--- config.mk ---
export PLATFORM = sky130hd
export DESIGN_NAME = program_loader
export DESIGN_NICKNAME = d
export VERILOG_FILES = /design/src/rtl/program_loader_pkg.sv /design/src/rtl/idle_timer.sv /design/src/rtl/program_loader.sv
export SDC_FILE = /design/constraint.sdc
export NUM_CORES = 1
export LEC_CHECK = 0
export ABC_AREA = 1
export BUFFER_PORTS_ARGS = -buffer_cell sky130_fd_sc_hd__buf_2
export CORE_ASPECT_RATIO = 0.8
export CORE_UTILIZATION = 50
export DETAILED_ROUTE_END_ITERATION = 16
export GPL_ROUTABILITY_DRIVEN = 0
export GPL_TIMING_DRIVEN = 0
export PLACE_DENSITY = 0.69
export SETUP_SLACK_MARGIN = 0.02
export SYNTH_ARGS = -nofsm -noshare
export SYNTH_HDL_FRONTEND = slang
export SYNTH_HIERARCHICAL = 1
export SYNTH_SLANG_ARGS = --single-unit
--- constraint.sdc ---
create_clock -name clk -period 3.8 [get_ports clk]
set_clock_uncertainty 0.15 [all_clocks]
set_input_delay 0.38 -clock clk [delete_from_list [all_inputs] [get_ports clk]]
set_output_delay 0.38 -clock clk [all_outputs]
set_load 0.05 [all_outputs]
--- src/rtl/program_loader_pkg.sv ---
// Shared types and constants for the boot-time program loader.
package loader_pkg;

  typedef enum logic [2:0] {
    S_IDLE,
    S_LEN_LO,
    S_LEN_HI,
    S_DATA,
    S_CHK,
    S_DONE,
    S_ERR
  } state_e;

  localparam logic [7:0] SYNC_BYTE      = 8'hA5;
  localparam int         BYTES_PER_WORD = 4;

endpackage

--- src/rtl/idle_timer.sv ---
// Counts consecutive enabled cycles without a clear; expired once TIMEOUT is reached.
module idle_timer #(
  parameter int TIMEOUT = 1000
) (
  input  logic clk,
  input  logic rst,
  input  logic enable,
  input  logic clear,
  output logic expired
);

  localparam int CW = $clog2(TIMEOUT + 1);

  logic [CW-1:0] cnt_q, cnt_d;

  always_comb begin
    cnt_d = cnt_q;
    if (clear || !enable)           cnt_d = '0;
    else if (cnt_q != CW'(TIMEOUT)) cnt_d = cnt_q + CW'(1);
  end

  always_ff @(posedge clk) begin
    if (rst) cnt_q <= '0;
    else     cnt_q <= cnt_d;
  end

  assign expired = (cnt_q == CW'(TIMEOUT));

endmodule

--- src/rtl/program_loader.sv ---
// Framed byte-stream loader: assembles LE words into memory from address 0 and
// releases the core from reset only after a checksum-verified frame.
module program_loader
  import loader_pkg::*;
#(
  parameter int ADDR_W  = 8,
  parameter int TIMEOUT = 1000
) (
  input  logic              clk,
  input  logic              rst,
  input  logic              rx_valid,
  input  logic [7:0]        rx_data,
  output logic              rx_ready,
  output logic              mem_we,
  output logic [ADDR_W-1:0] mem_addr,
  output logic [31:0]       mem_wdata,
  output logic              cpu_rst,
  output logic              done,
  output logic              error
);

  state_e            state_q, state_d;
  logic [7:0]        len_lo_q, len_lo_d;
  logic [15:0]       len_q, len_d;
  logic [ADDR_W:0]   widx_q, widx_d;
  logic [1:0]        bcnt_q, bcnt_d;
  logic [31:0]       word_q, word_d;
  logic [7:0]        xor_q, xor_d;
  logic              mem_we_q, mem_we_d;
  logic [ADDR_W-1:0] mem_addr_q, mem_addr_d;
  logic [31:0]       mem_wdata_q, mem_wdata_d;

  logic        accept, timed, expired;
  logic [31:0] n_ext;

  assign rx_ready = !rst && (state_q inside {S_IDLE, S_LEN_LO, S_LEN_HI, S_DATA, S_CHK});
  assign accept   = rx_valid && rx_ready;
  assign timed    = state_q inside {S_LEN_LO, S_LEN_HI, S_DATA, S_CHK};
  assign n_ext    = {16'd0, rx_data, len_lo_q};

  idle_timer #(.TIMEOUT(TIMEOUT)) u_timer (
    .clk     (clk),
    .rst     (rst),
    .enable  (timed),
    .clear   (accept),
    .expired (expired)
  );

  always_comb begin
    state_d     = state_q;
    len_lo_d    = len_lo_q;
    len_d       = len_q;
    widx_d      = widx_q;
    bcnt_d      = bcnt_q;
    word_d      = word_q;
    xor_d       = xor_q;
    mem_we_d    = 1'b0;
    mem_addr_d  = mem_addr_q;
    mem_wdata_d = mem_wdata_q;

    // Timeout wins over a byte arriving in the same cycle.
    if (timed && expired) begin
      state_d = S_ERR;
    end else if (accept) begin
      unique case (state_q)
        S_IDLE: if (rx_data == SYNC_BYTE) state_d = S_LEN_LO;
        S_LEN_LO: begin
          len_lo_d = rx_data;
          state_d  = S_LEN_HI;
        end
        S_LEN_HI: begin
          len_d = n_ext[15:0];
          if (n_ext > (32'd1 << ADDR_W)) state_d = S_ERR;
          else if (n_ext == 32'd0)       state_d = S_CHK;
          else                           state_d = S_DATA;
        end
        S_DATA: begin
          word_d[{bcnt_q, 3'b000} +: 8] = rx_data;
          xor_d  = xor_q ^ rx_data;
          bcnt_d = bcnt_q + 2'd1;
          if (bcnt_q == 2'(BYTES_PER_WORD - 1)) begin
            mem_we_d    = 1'b1;
            mem_addr_d  = widx_q[ADDR_W-1:0];
            mem_wdata_d = {rx_data, word_q[23:0]};
            widx_d      = widx_q + (ADDR_W+1)'(1);
            if (32'(widx_q) + 32'd1 == {16'd0, len_q}) state_d = S_CHK;
          end
        end
        S_CHK: state_d = (rx_data == xor_q) ? S_DONE : S_ERR;
        default: ;
      endcase
    end
  end

  always_ff @(posedge clk) begin
    if (rst) begin
      state_q     <= S_IDLE;
      len_lo_q    <= '0;
      len_q       <= '0;
      widx_q      <= '0;
      bcnt_q      <= '0;
      word_q      <= '0;
      xor_q       <= '0;
      mem_we_q    <= 1'b0;
      mem_addr_q  <= '0;
      mem_wdata_q <= '0;
    end else begin
      state_q     <= state_d;
      len_lo_q    <= len_lo_d;
      len_q       <= len_d;
      widx_q      <= widx_d;
      bcnt_q      <= bcnt_d;
      word_q      <= word_d;
      xor_q       <= xor_d;
      mem_we_q    <= mem_we_d;
      mem_addr_q  <= mem_addr_d;
      mem_wdata_q <= mem_wdata_d;
    end
  end

  assign mem_we    = mem_we_q;
  assign mem_addr  = mem_addr_q;
  assign mem_wdata = mem_wdata_q;
  assign done      = (state_q == S_DONE);
  assign error     = (state_q == S_ERR);
  assign cpu_rst   = (state_q != S_DONE);

endmodule
==> qor.txt <==
Layout cell share with drive strength beyond 1: 16.2%
Die area: 11,400 um^2
Clk root buf: clkbuf_16
Switch Pwr: 0.637 mW
First-pass GRT wire length: 21,600 um
CP Launch Type: flop
ANT cells: 0
Die W: 119 um
Final wirelength: 13,400 um
Ports: 56
Number of detailed-route iterations in the first pass: 5
Via count: 4,944
Setup bufs post-CTS: 0
Commonest cells after routing, fill and taps aside: dfxtp_1, nor2_1, nand2_1
Antenna-violating nets left: 0
Worst Path Arrival: 2620 ps
Routed wire length per instance: 14.2 um
Total CTS buffers: 17
DP Area: 5890 um^2
Outcome: completed
Hold endpoint: u_timer/cnt_q[7]$_SDFFE_PP0P_
Final instance area: 6500 um^2
Combinational cell fraction of total power: 2.7%
Endpoint type of the worst setup path: flop
Longest Clk Path Bufs: 2
Placed wire-length estimate: 9540 um
Top post-synthesis cells by area: dfxtp_1, a21oi_1, nor2_1, nand2_1, inv_1
CTS Sinks: 121
Starting DRC count in detailed routing: 287
Area of the multi-input gates: 2540 um^2
Core Region: 10,400 um^2
Final min period: 2410 ps
VDD IR max: 0.000292 V
Largest net degree at the start of global routing: 17
Synthesized cell area: 5480 um^2
Clock share of power: 55.0%
Pwr Density: 462 nW/um^2
Row count: 33
Commonest non-fill, non-tap cell in the layout: dfxtp_1
Final setup viols: 0
Fillers: 916
Synth Net Count: 744
GRT Util Overall: 24.7%
FF-to-FF End: word_q[5]$_SDFFE_PP0P_
Post-CTS resize count: 0
Slew @ Worst Pin: 946 ps
Setup TNS: 0 ps
Clock-pin slew on the worst setup and hold paths: 60 ps
Layout area overhead: 18.7%
Leakage: 2.76 nW
Critical path class: reg -> reg
CTS tree: built
Post-synth cell types: 32
Post-route DRC: 0
Port bufs: 47
Internal Power: 2.37 mW
Antenna violations before repair: 0
Post-synth top area cell: dfxtp_1
R2R cell count: 6
# hold bufs at CTS: 0
Synth Instances: 725
RSZ-0062 raised after global routing: false
Slew HR: 36.8%
Sequential share of power: 42.3%
Hold depth: 4
Sequential share of the synthesized area: 44.2%
Synth warn: 6
Final Max Slew Viols: 0
Number of global-route vias before repair: 4,554
MaxCap Viol Count: 0
F_max: 414 MHz
Reg area: 2420 um^2
WP data required: 4000 ps
Mean Syn Cell Area: 7.55 um^2
Layout Nets: 810
Tcrit/Tclk final: 63.5%
Die Height: 95.6 um
Worst reg2reg setup slack: 1390 ps
HP Start: rst
Hold crit path type: in -> reg
Crit Reg-Reg Startpoint: bcnt_q[0]$_SDFFE_PP0P_
Clk_lat worst skew: 420 ps
H-tree depth: 4
Synthesized flop and latch total: 121
Vias per inst: 5.24
Worst Path Max Fanout: 9
Grt total ovfl: 0
Sw Ratio: 21.2%
Fin. Hold Viols: 0
Share of the synthesized area in the top cell type: 44.2%
Initial Util: 52.4%
Final Core Density: 62.2%
state kept, by name, indices dropped and copies added, names as in the netlist, 3 cells and up:
name and count:
widx_q 9, mem_wdata 32, len_lo_q 8, xor_q 8
state_q 3, mem_addr 8, u_timer/cnt_q 10, word_q 24
len_q 16
per-layer routing:
| metal | global-route usage, % | vias up | wire [um] |
|---|---|---|---|
| met2 | 39.7 | 138 | 6010 |
| li1 | - | 2515 | - |
| met1 | 31.8 | 2276 | 6400 |
| met3 | 6.10 | 15 | 770 |
| met4 | 10.3 | 0 | 240 |
| met5 | 0 | - | 0 |
area by class of cell:
class                      instances  share of cell area, %
timing repair buffer              47                   3.62
tap                              140                   2.69
multi-input combinational        493                   39.1
clock inverter                    12                   2.25
inverter                          74                   4.31
clock buffer                      20                   7.18
buffer                            37                   3.54
sequential                       121                   37.3
per-stage QoR:
| stage | setup WS (ps) | hold slack (ps) | std cells | power, mW |
|---|---|---|---|---|
| floorplan | 987 | 280 | 725 | 1.35 |
| global placement | 1480 | 292 | 912 | 1.38 |
| detailed placement | 1410 | 302 | 912 | 1.38 |
| CTS | 1440 | 139 | 944 | 3.02 |
| global route | 1230 | 161 | 944 | 3.10 |
| finish | 1390 | 146 | 944 | 3.00 |
worst max-delay path by stage:
stage | start | end | slack [ps] | cells after the start
3_3_place_gp | rst | widx_q[6]$_SDFFE_PP0P_ | 1480 | 11
5_1_grt | bcnt_q[0]$_SDFFE_PP0P_ | word_q[3]$_SDFFE_PP0P_ | 1230 | 6
2_1_floorplan | state_q[2]$_SDFFE_PP0P_ | cpu_rst | 990 | 3
6_report | bcnt_q[0]$_SDFFE_PP0P_ | word_q[5]$_SDFFE_PP0P_ | 1390 | 6
3_5_place_dp | rst | mem_wdata[8]$_SDFFE_PP0P_ | 1410 | 11
4_1_cts | bcnt_q[0]$_SDFFE_PP0P_ | word_q[5]$_SDFFE_PP0P_ | 1440 | 6
cell families (layout without fill, tap and decap cells):
group                      count (synthesis)  count (layout)  synth area share (%)
xor gates and xnor gates                  15              15                  2.90
AOI/OAI and AO/OA                        178             178                  16.4
DFF                                      121             121                  44.2
and+or+nand+nor                          292             292                  25.3
adders and majority gates                  8               8                  1.83
buffers and inverters                    111             190                  9.32
Yosys cell counts:
master,count
dfxtp_1,121
nor2_1,106
nand2_1,95
a21oi_1,87
inv_1,65
o21ai_1,48
o21ai_0,39
nand3_1,36
nand4_1,25
clkbuf_1,20
xnor2_1,9
buf_6,8
ha_1,8
inv_2,8
nor2_4,7
buf_4,5
nand2_2,4
nand2_4,4
nor3_4,4
xor2_1,4
a31oi_1,3
nand3_2,3
nor2_2,3
nor3_1,3
buf_1,2
xnor3_1,2
a21oi_2,1
buf_8,1
clkbuf_2,1
inv_4,1
nor3_2,1
nor3b_1,1
power groups by stage:
stage	clock, mW	combinational (mW)	sequential (mW)
4_1_cts	1.67	0.0797	1.27
3_3_place_gp	0	0.0779	1.30
6_report	1.65	0.0807	1.27
2_1_floorplan	0	0.0533	1.30
5_1_grt	1.74	0.0872	1.27
3_5_place_dp	0	0.0788	1.30
worst max-delay path, stage by stage, from the launching register on:
cell	delay (ps)
dfxtp_1	400
inv_1	140
ha_1	300
buf_1	210
nor3b_1	830
a21oi_1	180
nor2_1	140
No activity file was read; power rests on OpenSTA's default activity.
